<file path="src/rtl/execute_writeback_if.sv">
// Decode-to-execute instruction stream and RAM write-request bus.
// "master" is the upstream decoder plus memory arbiter; "slave" is the execute stage.
interface execute_writeback_if #(
  parameter int DATA_W = 14,
  parameter int ADDR_W = 12
);
  logic [DATA_W+ADDR_W+3:0] complex_data;
  logic                     data_write;
  logic                     pause_DECODE;
  logic                     ram_wr;
  logic                     ram_garant_wr;
  logic [ADDR_W-1:0]        ram_addr;
  logic [DATA_W-1:0]        ram_data;

  modport master (
    output complex_data, data_write, ram_garant_wr,
    input  pause_DECODE, ram_wr, ram_addr, ram_data
  );

  modport slave (
    input  complex_data, data_write, ram_garant_wr,
    output pause_DECODE, ram_wr, ram_addr, ram_data
  );
endinterface

</file>
<file path="src/rtl/execute_writeback.sv">
// Execute/writeback stage: buffers decoded words in a FIFO, runs them against an
// accumulator and issues RAM writes through a request/grant handshake.
module execute_writeback #(
  parameter int DATA_W     = 14,
  parameter int ADDR_W     = 12,
  parameter int FIFO_DEPTH = 4
) (
  input  logic              clk,
  input  logic              reset,
  execute_writeback_if.slave bus,
  output logic [DATA_W-1:0] acc,
  output logic              zero_flag,
  output logic              carry_flag,
  output logic              busy,
  output logic              illegal_op,
  output logic              overflow_err
);
  localparam int WORD_W = DATA_W + ADDR_W + 4;
  localparam int PTR_W  = $clog2(FIFO_DEPTH);
  localparam int CNT_W  = PTR_W + 1;
  localparam logic [CNT_W-1:0] FULL_CNT = CNT_W'(FIFO_DEPTH);

  localparam logic [1:0] S_IDLE   = 2'd0;
  localparam logic [1:0] S_EXEC   = 2'd1;
  localparam logic [1:0] S_WR_REQ = 2'd2;

  localparam logic [3:0] OP_LOAD   = 4'd1;
  localparam logic [3:0] OP_ADD    = 4'd2;
  localparam logic [3:0] OP_SUB    = 4'd3;
  localparam logic [3:0] OP_AND    = 4'd4;
  localparam logic [3:0] OP_OR     = 4'd5;
  localparam logic [3:0] OP_XOR    = 4'd6;
  localparam logic [3:0] OP_STORE  = 4'd7;
  localparam logic [3:0] OP_STOREI = 4'd8;
  localparam logic [3:0] OP_SHL    = 4'd9;
  localparam logic [3:0] OP_SHR    = 4'd10;

  logic [WORD_W-1:0] fifo_mem [FIFO_DEPTH];

  logic [PTR_W-1:0]  wr_ptr_q, wr_ptr_d, rd_ptr_q, rd_ptr_d;
  logic [CNT_W-1:0]  count_q, count_d;
  logic [1:0]        state_q, state_d;
  logic [WORD_W-1:0] instr_q, instr_d;
  logic [DATA_W-1:0] acc_q, acc_d;
  logic              zero_q, zero_d, carry_q, carry_d;
  logic              ram_wr_q, ram_wr_d;
  logic [ADDR_W-1:0] ram_addr_q, ram_addr_d;
  logic [DATA_W-1:0] ram_data_q, ram_data_d;
  logic              overflow_q, overflow_d;

  logic              fifo_full, push, pop;
  logic [3:0]        opcode;
  logic [ADDR_W-1:0] instr_addr;
  logic [DATA_W-1:0] operand;
  logic [DATA_W:0]   sum_ext, diff_ext;
  logic              zero_upd;

  assign fifo_full  = (count_q == FULL_CNT);
  assign push       = bus.data_write && !fifo_full;
  assign pop        = (state_q == S_IDLE) && (count_q != '0);

  assign opcode     = instr_q[WORD_W-1 -: 4];
  assign instr_addr = instr_q[DATA_W +: ADDR_W];
  assign operand    = instr_q[DATA_W-1:0];

  // The top bit of the extended difference doubles as the borrow.
  assign sum_ext    = {1'b0, acc_q} + {1'b0, operand};
  assign diff_ext   = {1'b0, acc_q} - {1'b0, operand};

  assign zero_upd   = (opcode inside {OP_LOAD, OP_ADD, OP_SUB, OP_AND, OP_OR,
                                      OP_XOR, OP_SHL, OP_SHR});

  // Buffer storage carries no reset; validity is tracked by the pointers and count.
  always_ff @(posedge clk) begin
    if (push) fifo_mem[wr_ptr_q] <= bus.complex_data;
  end

  always_comb begin
    wr_ptr_d   = wr_ptr_q;
    rd_ptr_d   = rd_ptr_q;
    count_d    = count_q;
    state_d    = state_q;
    instr_d    = instr_q;
    acc_d      = acc_q;
    zero_d     = zero_q;
    carry_d    = carry_q;
    ram_wr_d   = ram_wr_q;
    ram_addr_d = ram_addr_q;
    ram_data_d = ram_data_q;
    overflow_d = overflow_q | (bus.data_write && fifo_full);

    if (push) wr_ptr_d = wr_ptr_q + PTR_W'(1);
    if (pop)  rd_ptr_d = rd_ptr_q + PTR_W'(1);
    case ({push, pop})
      2'b10:   count_d = count_q + CNT_W'(1);
      2'b01:   count_d = count_q - CNT_W'(1);
      default: count_d = count_q;
    endcase

    case (state_q)
      S_IDLE: begin
        if (pop) begin
          instr_d = fifo_mem[rd_ptr_q];
          state_d = S_EXEC;
        end
      end
      S_EXEC: begin
        case (opcode)
          OP_LOAD: begin
            acc_d   = operand;
            carry_d = 1'b0;
          end
          OP_ADD:  {carry_d, acc_d} = sum_ext;
          OP_SUB:  {carry_d, acc_d} = diff_ext;
          OP_AND:  acc_d = acc_q & operand;
          OP_OR:   acc_d = acc_q | operand;
          OP_XOR:  acc_d = acc_q ^ operand;
          OP_SHL:  {carry_d, acc_d} = {acc_q, 1'b0};
          OP_SHR:  {acc_d, carry_d} = {1'b0, acc_q};
          default: ;
        endcase
        if (zero_upd) zero_d = (acc_d == '0);

        if (opcode == OP_STORE || opcode == OP_STOREI) begin
          state_d    = S_WR_REQ;
          ram_wr_d   = 1'b1;
          ram_addr_d = instr_addr;
          ram_data_d = (opcode == OP_STORE) ? acc_q : operand;
        end else begin
          state_d = S_IDLE;
        end
      end
      S_WR_REQ: begin
        if (bus.ram_garant_wr) begin
          ram_wr_d = 1'b0;
          state_d  = S_IDLE;
        end
      end
      default: state_d = S_IDLE;
    endcase
  end

  always_ff @(posedge clk or posedge reset) begin
    if (reset) begin
      wr_ptr_q   <= '0;
      rd_ptr_q   <= '0;
      count_q    <= '0;
      state_q    <= S_IDLE;
      instr_q    <= '0;
      acc_q      <= '0;
      zero_q     <= 1'b0;
      carry_q    <= 1'b0;
      ram_wr_q   <= 1'b0;
      ram_addr_q <= '0;
      ram_data_q <= '0;
      overflow_q <= 1'b0;
    end else begin
      wr_ptr_q   <= wr_ptr_d;
      rd_ptr_q   <= rd_ptr_d;
      count_q    <= count_d;
      state_q    <= state_d;
      instr_q    <= instr_d;
      acc_q      <= acc_d;
      zero_q     <= zero_d;
      carry_q    <= carry_d;
      ram_wr_q   <= ram_wr_d;
      ram_addr_q <= ram_addr_d;
      ram_data_q <= ram_data_d;
      overflow_q <= overflow_d;
    end
  end

  assign bus.pause_DECODE = fifo_full;
  assign bus.ram_wr       = ram_wr_q;
  assign bus.ram_addr     = ram_addr_q;
  assign bus.ram_data     = ram_data_q;
  assign acc              = acc_q;
  assign zero_flag        = zero_q;
  assign carry_flag       = carry_q;
  assign overflow_err     = overflow_q;
  assign busy             = (state_q != S_IDLE) || (count_q != '0);
  assign illegal_op       = (state_q == S_EXEC) && (opcode > OP_SHR);
endmodule

</file>
<file path="src/flat_wrapper.sv">
// flat-port wrapper written by rule: the top's interface ports become plain ports
module execute_writeback_flat 
#(
  parameter int DATA_W     = 14,
  parameter int ADDR_W     = 12,
  parameter int FIFO_DEPTH = 4
)
  (clk, reset, acc, zero_flag, carry_flag, busy, illegal_op, overflow_err, bus_complex_data, bus_data_write, bus_ram_garant_wr, bus_pause_DECODE, bus_ram_wr, bus_ram_addr, bus_ram_data);
  execute_writeback_if #(.DATA_W(DATA_W), .ADDR_W(ADDR_W)) bus_i ();
  input  logic clk;
  input  logic reset;
  output logic [DATA_W-1:0] acc;
  output logic zero_flag;
  output logic carry_flag;
  output logic busy;
  output logic illegal_op;
  output logic overflow_err;
  input wire logic [$bits(bus_i.complex_data)-1:0] bus_complex_data;
  input wire logic [$bits(bus_i.data_write)-1:0] bus_data_write;
  input wire logic [$bits(bus_i.ram_garant_wr)-1:0] bus_ram_garant_wr;
  output wire logic [$bits(bus_i.pause_DECODE)-1:0] bus_pause_DECODE;
  output wire logic [$bits(bus_i.ram_wr)-1:0] bus_ram_wr;
  output wire logic [$bits(bus_i.ram_addr)-1:0] bus_ram_addr;
  output wire logic [$bits(bus_i.ram_data)-1:0] bus_ram_data;
  assign bus_i.complex_data = bus_complex_data;
  assign bus_i.data_write = bus_data_write;
  assign bus_i.ram_garant_wr = bus_ram_garant_wr;
  assign bus_pause_DECODE = bus_i.pause_DECODE;
  assign bus_ram_wr = bus_i.ram_wr;
  assign bus_ram_addr = bus_i.ram_addr;
  assign bus_ram_data = bus_i.ram_data;
  execute_writeback #(.DATA_W(DATA_W), .ADDR_W(ADDR_W), .FIFO_DEPTH(FIFO_DEPTH)) u_core (.clk(clk), .reset(reset), .bus(bus_i), .acc(acc), .zero_flag(zero_flag), .carry_flag(carry_flag), .busy(busy), .illegal_op(illegal_op), .overflow_err(overflow_err));
endmodule
</file>
<file path="config.mk">
export PLATFORM = sky130hd
export DESIGN_NAME = execute_writeback_flat
export DESIGN_NICKNAME = d
export VERILOG_FILES = /design/src/rtl/execute_writeback_if.sv /design/src/rtl/execute_writeback.sv /design/src/flat_wrapper.sv
export SDC_FILE = /design/constraint.sdc
export NUM_CORES = 1
export LEC_CHECK = 0
export CORE_MARGIN = 2
export CORE_UTILIZATION = 45
export DETAILED_ROUTE_END_ITERATION = 6
export SLEW_MARGIN = 5
export SYNTH_ARGS = -nofsm -noshare
export SYNTH_HDL_FRONTEND = slang
export SYNTH_SLANG_ARGS = --single-unit
</file>
<file path="constraint.sdc">
create_clock -name clk -period 5.6 [get_ports clk]
set_clock_uncertainty 0.1 [all_clocks]
set_input_delay 1.68 -clock clk [delete_from_list [all_inputs] [get_ports clk]]
set_output_delay 1.68 -clock clk [all_outputs]
set_load 0.03 [all_outputs]
</file>
======== Word-level counts from Yosys, hierarchy flattened ========
Memory sizes are Yosys's and may differ from the RTL's. A register that Yosys moved wholly into a read port is not among the register bits.
Cells that the tools add are included.
operators by class
  $lt $le $gt $ge ......................... 1
  equal/unequal tests ..................... 18
  bitwise operators ....................... 4
  muxes and demuxes ....................... 14
  reduce and logical (&&, ||, !) cells .... 21
  add/subtract/negate cells ............... 6
operators by type and width
  cell                                            count
  case mux 14 bit (8 select lines)                1
  two-way mux 14 bit                              2
  == test 4 x 3 -> 1 bit (second input constant)  4
  adder 14 x 14 -> 15 bit                         1
  subtractor 14 x 14 -> 15 bit                    1
  AND 14 bit                                      1
  zero test 14 bit                                1
  bitwise OR 14 bit                               1
  bitwise XOR 14 bit                              1
  == test 4 bit (second input constant)           3
  AND reduction 2 bit                             5
  == test 4 x 2 -> 1 bit (second input constant)  2
  nonzero test 8 bit                              1
  two-way mux 2 bit                               3
  case mux 2 bit (3 select lines)                 1
  case mux 3 bit (2 select lines)                 1
  nonzero test 2 bit                              3
  case mux 1 bit (5 select lines)                 1
  nonzero test 5 bit                              1
  adder 2 x 1 -> 2 bit (second input constant)    2
  == test 2 x 1 -> 1 bit (second input constant)  2
  == test 2 bit (second input constant)           2
  == test 4 x 1 -> 1 bit (second input constant)  1
  > comparator 4 bit (second input constant)      1
  other kinds (14)                                22
word-level totals
  memories kept ........................... 1
  output and inout bits ................... 47
  bits in registers ....................... 53
  RAM bits ................................ 120
memories
  memory           depth  width  rd ports  clocked after Yosys merged registers in  write ports  RTL line                 source
  u_core.fifo_mem  4      30     1         1                                        1            execute_writeback.sv:38  logic [WORD_W-1:0] fifo_mem [FIFO_DEPTH];

======== Longest topological paths before layout ========
  depth in word-level cells ............... 5
  depth in mapped cells ................... 12
  gate-level depth less buffers ........... 12

======== Worst setup path after synthesis ========
Ideal clock, no wire load.
  kind .................................... input port to flip-flop
  from .................................... input bus_data_write
  to ...................................... memory u_core.fifo_mem[0][0] (netlist name), enable pin
  required time ........................... 5.110 ns
  slack ................................... 2.315 ns
  arrival time ............................ 2.795 ns
  stages .................................. 3
  path through ............................ nor2b_1 clkbuf_1 and2_1
between the ends
  longest elaborated chain between the ends .. 3
ends and longest elaborated chain
  element                                  RTL line                 source
  start, declared                          flat_wrapper.sv:19       input wire logic [$bits(bus_i.data_write)-1:0] bus_data_write;
  logical AND 1 bit                        execute_writeback.sv:59  assign push = bus.data_write && !fifo_full;
  two-way mux 1 bit                        execute_writeback.sv:75  if (push) fifo_mem[wr_ptr_q] <= bus.complex_data;
  two-way mux 1 bit (implied by the code)  execute_writeback.sv:75
  end, declared                            execute_writeback.sv:38
No other way between the ends.

======== Worst setup path in the final report ========
  from .................................... register u_core.instr_q[26], read port of u_core.fifo_mem
  to ...................................... output illegal_op
between the ends
  longest elaborated chain between the ends .. 2
ends and longest elaborated chain
  element             RTL line                  source
  start, declared     execute_writeback.sv:43   logic [WORD_W-1:0] instr_q, instr_d;
  > comparator 4 bit  execute_writeback.sv:182  assign illegal_op = (state_q == S_EXEC) && (opcode > OP_SHR);
  logical AND 1 bit   execute_writeback.sv:182
  end, declared       flat_wrapper.sv:16        output logic illegal_op;
No other way between the ends.

==> metrics.cfg <==
[critical_path]
worstPathMaxFanout=24
cp-start-kind=flip-flop
required_ps=3820
path_class=flip-flop to output port
reg2reg_slack_ps=1750
crit_path_max_incr_delay_ps=870
cp_slowest_cell=dfrtp_1
crit_family=flip-flops
startpoint=u_core.instr_q[26]
crit_buf_inv=1
crit_arrival_ps=2690
crit_chain=and2_1 -> o21ai_1 -> nor2_1 -> clkdlybuf4s50_1
critPathCapture=illegal_op
worstSetupEndpointType=output port
rr_worst_depth=9
path_depth=4
r2r_end=u_core.zero_flag
rr_startpoint=u_core.instr_q[26]

[synth]
syn_nets=947
synth_mux_area_share_pct=10.72
synth-compound-area-share_pct=15.01
synth_top_family_by_area=compound AO/OA/AOI/OAI gates
synthCells=858
synth_edf_count=120
yosysWarnings=0
yosysSeqAreaShare_pct=54.50
synth_top_area_share_pct=34.57
synthSimpleGateAreaFrac_pct=8.139
synth_xor_area_share_pct=0.7563
synth_area_leader_cell=edfxtp_1
async_reset_ff_share_pct=40.89
avgSynthCellArea_um2=12.15
synthFlopType=edfxtp_1
netlist_area_um2=10420
ys_seq_elements=203
synth_fa_ha_area_share_pct=6.819
synth_cell_types=72
yosys-top-cells-area=edfxtp_1 35%, dfrtp_1 20%, mux4_2 6.5%

[place]
hpwl_um=17800
dpl.cell_count=1185
gp_congestion=1.011
io_buffers=80

[power]
p_int_mw=4.670
seqPwrFrac_pct=30.8
ir_drop_mv=0.3265
p_sw_mw=3.635
power_density_nw_per_um2=680.6
leakage_nw=4.668
clkPwrFrac_pct=17.2
p_comb_share_pct=52.0
total_power_mw=8.304
netSwitchingFraction_pct=43.77

[cells_and_area]
syn2layout_area_growth_pct=17.06
nFillCells=1948
antenna_cells=0
instances_no_fill=1225
fin_nets=1014
drive_above_1_share_pct=13.30

[worst_hold_path]
min_from=u_core.overflow_err
hold_path.class=flip-flop to flip-flop

[floorplan]
die_height_um=156.2
pin_count=81
die_area_um2=24390
rows=55
die_w_um=156.2
start_util_pct=45.90
core_region_area_um2=22710

[sta]
fmax_mhz=223.8
drv_slew=0
worst_pin_slew_ps=1059
min_period_ps=4468
setup_violations=0
final-hold-violation-count=0
maxSlewHeadroom_pct=29.37
period_share_pct=79.79
rsz0062_at_grt=false
tns_ps=0

[global_route]
grt_pass1_wl_um=40640
antenna_found_initial=0
grt_usage_pct=21.41
grt_pass1_vias=6956
grt.overflow.total=0
grt_max_degree=49

[clock_tree]
hold_buffers=0
cts_made_buffers=23
clockBufferDepth=3
path_clk_slew_ps=70
cts_sinks=203
ctsResizeCount=0
cts_setup_buffers=0
cts-root-buf=clkbuf_16
htreeDepth=1
clk_latency_ps=520
cts_tree=built

[routing]
viasPerCell=5.870
drt_pass1_iterations=5
wl_um=25670
route.detailed.drc=0
ant_nets=0
wire_per_inst_um=20.96
vias=7191
drt_iter0_drc=624

[run]
maxCapViolCount=0

[outcome]
outcome=finished clean

## routing by layer
metal  routed length [um]  vias to the layer above  share of wire, %  GRT usage, %
li1                     -                     3335                 -             -
met1                11520                     3547                45         31.56
met2                11870                      269                46         33.27
met3                 1708                       40               6.7         2.861
met4                  577                        0               2.2         6.466
met5                    0                        -                 0             0
## per-stage QoR
stage / setup WS (ps) / hold WS, ps / cell area (um2) / util (%)
after floorplan: 1683 / 357.0 / 10420 / -
after global placement: 1781 / 342.7 / 11480 / 50.53
after detailed placement: 1750 / 345.2 / 11480 / 50.53
after CTS: 1174 / 356.9 / 12200 / 53.72
after global routing: 1033 / 393.1 / 12200 / 53.72
final: 1132 / 353.4 / 12200 / 53.72
## cells in the final DEF, fill, tap and decap left out, types with 15 or more instances in the layout
cell type | netlist | layout
a21oi_1 | 60 | 60
buf_4 | 1 | 15
clkbuf_16 | 0 | 23
clkdlybuf4s50_1 | 0 | 80
dfrtp_1 | 83 | 82
edfxtp_1 | 120 | 120
ha_1 | 52 | 52
inv_1 | 53 | 52
mux2_2 | 33 | 33
mux4_2 | 30 | 30
nand2_1 | 55 | 55
nor2_1 | 51 | 51
o21ai_0 | 67 | 67
## logic make-up (layout without fill, tap and decap cells)
kind of cell | Yosys count | after routing
compound gates | 237 | 237
flops | 203 | 203
simple gates | 178 | 178
buf+inv | 106 | 188
mux | 70 | 70
fa+ha+maj | 55 | 55
xor+xnor | 9 | 9
## synth_stat cells (7+ instances only)
| master | instances |
|---|---|
| a211oi_1 | 8 |
| a21oi_1 | 60 |
| a32oi_1 | 7 |
| and2_1 | 8 |
| buf_1 | 7 |
| buf_2 | 17 |
| clkbuf_1 | 28 |
| dfrtp_1 | 83 |
| edfxtp_1 | 120 |
| ha_1 | 52 |
| inv_1 | 53 |
| mux2_2 | 33 |
| mux2i_1 | 7 |
| mux4_2 | 30 |
| nand2_1 | 55 |
| nand2b_1 | 9 |
| nand3_1 | 8 |
| nor2_1 | 51 |
| nor2b_1 | 11 |
| nor3_1 | 12 |
| o21ai_0 | 67 |
| o22ai_1 | 12 |
| o31ai_1 | 8 |
## worst min path at each step
stage,to,slack (ps),depth (start not counted)
3_3_place_gp,u_core.overflow_err,340,1
6_report,u_core.overflow_err,350,1
3_5_place_dp,u_core.overflow_err,350,1
2_1_floorplan,u_core.count_q[2],360,1
4_1_cts,u_core.overflow_err,360,1
5_1_grt,u_core.overflow_err,390,1
## flip-flops by register name, indices dropped and copies added (netlist names), 2 cells and up
signal and count:
u_core.count_q 3, u_core.fifo_mem 120, u_core.state_q 2, u_core.bus.ram_data 14, u_core.rd_ptr_q 2, u_core.bus.ram_addr 12, u_core.wr_ptr_q 2, u_core.instr_q 30
u_core.acc 14
## power groups by stage
stage                     clock [mW]  sequential, mW  combinational (mW)
after global routing            1.54            2.64                4.68
after floorplan                    0            2.62                2.88
after global placement             0            2.57                4.27
final                           1.43            2.56                4.31
after CTS                       1.47            2.57                4.27
after detailed placement           0            2.59                4.24
## layout make-up
class	count	area, um2	area share [%]
clock buffer	30	621.8	5.097
tap	285	356.6	2.923
timing repair buffer	95	913.4	7.486
sequential	203	5682	46.57
inverter	53	200.2	1.641
multi-input combinational	549	4324	35.44
clock inverter	10	102.6	0.8409
Note: power is estimated with default switching activity, not from simulation.
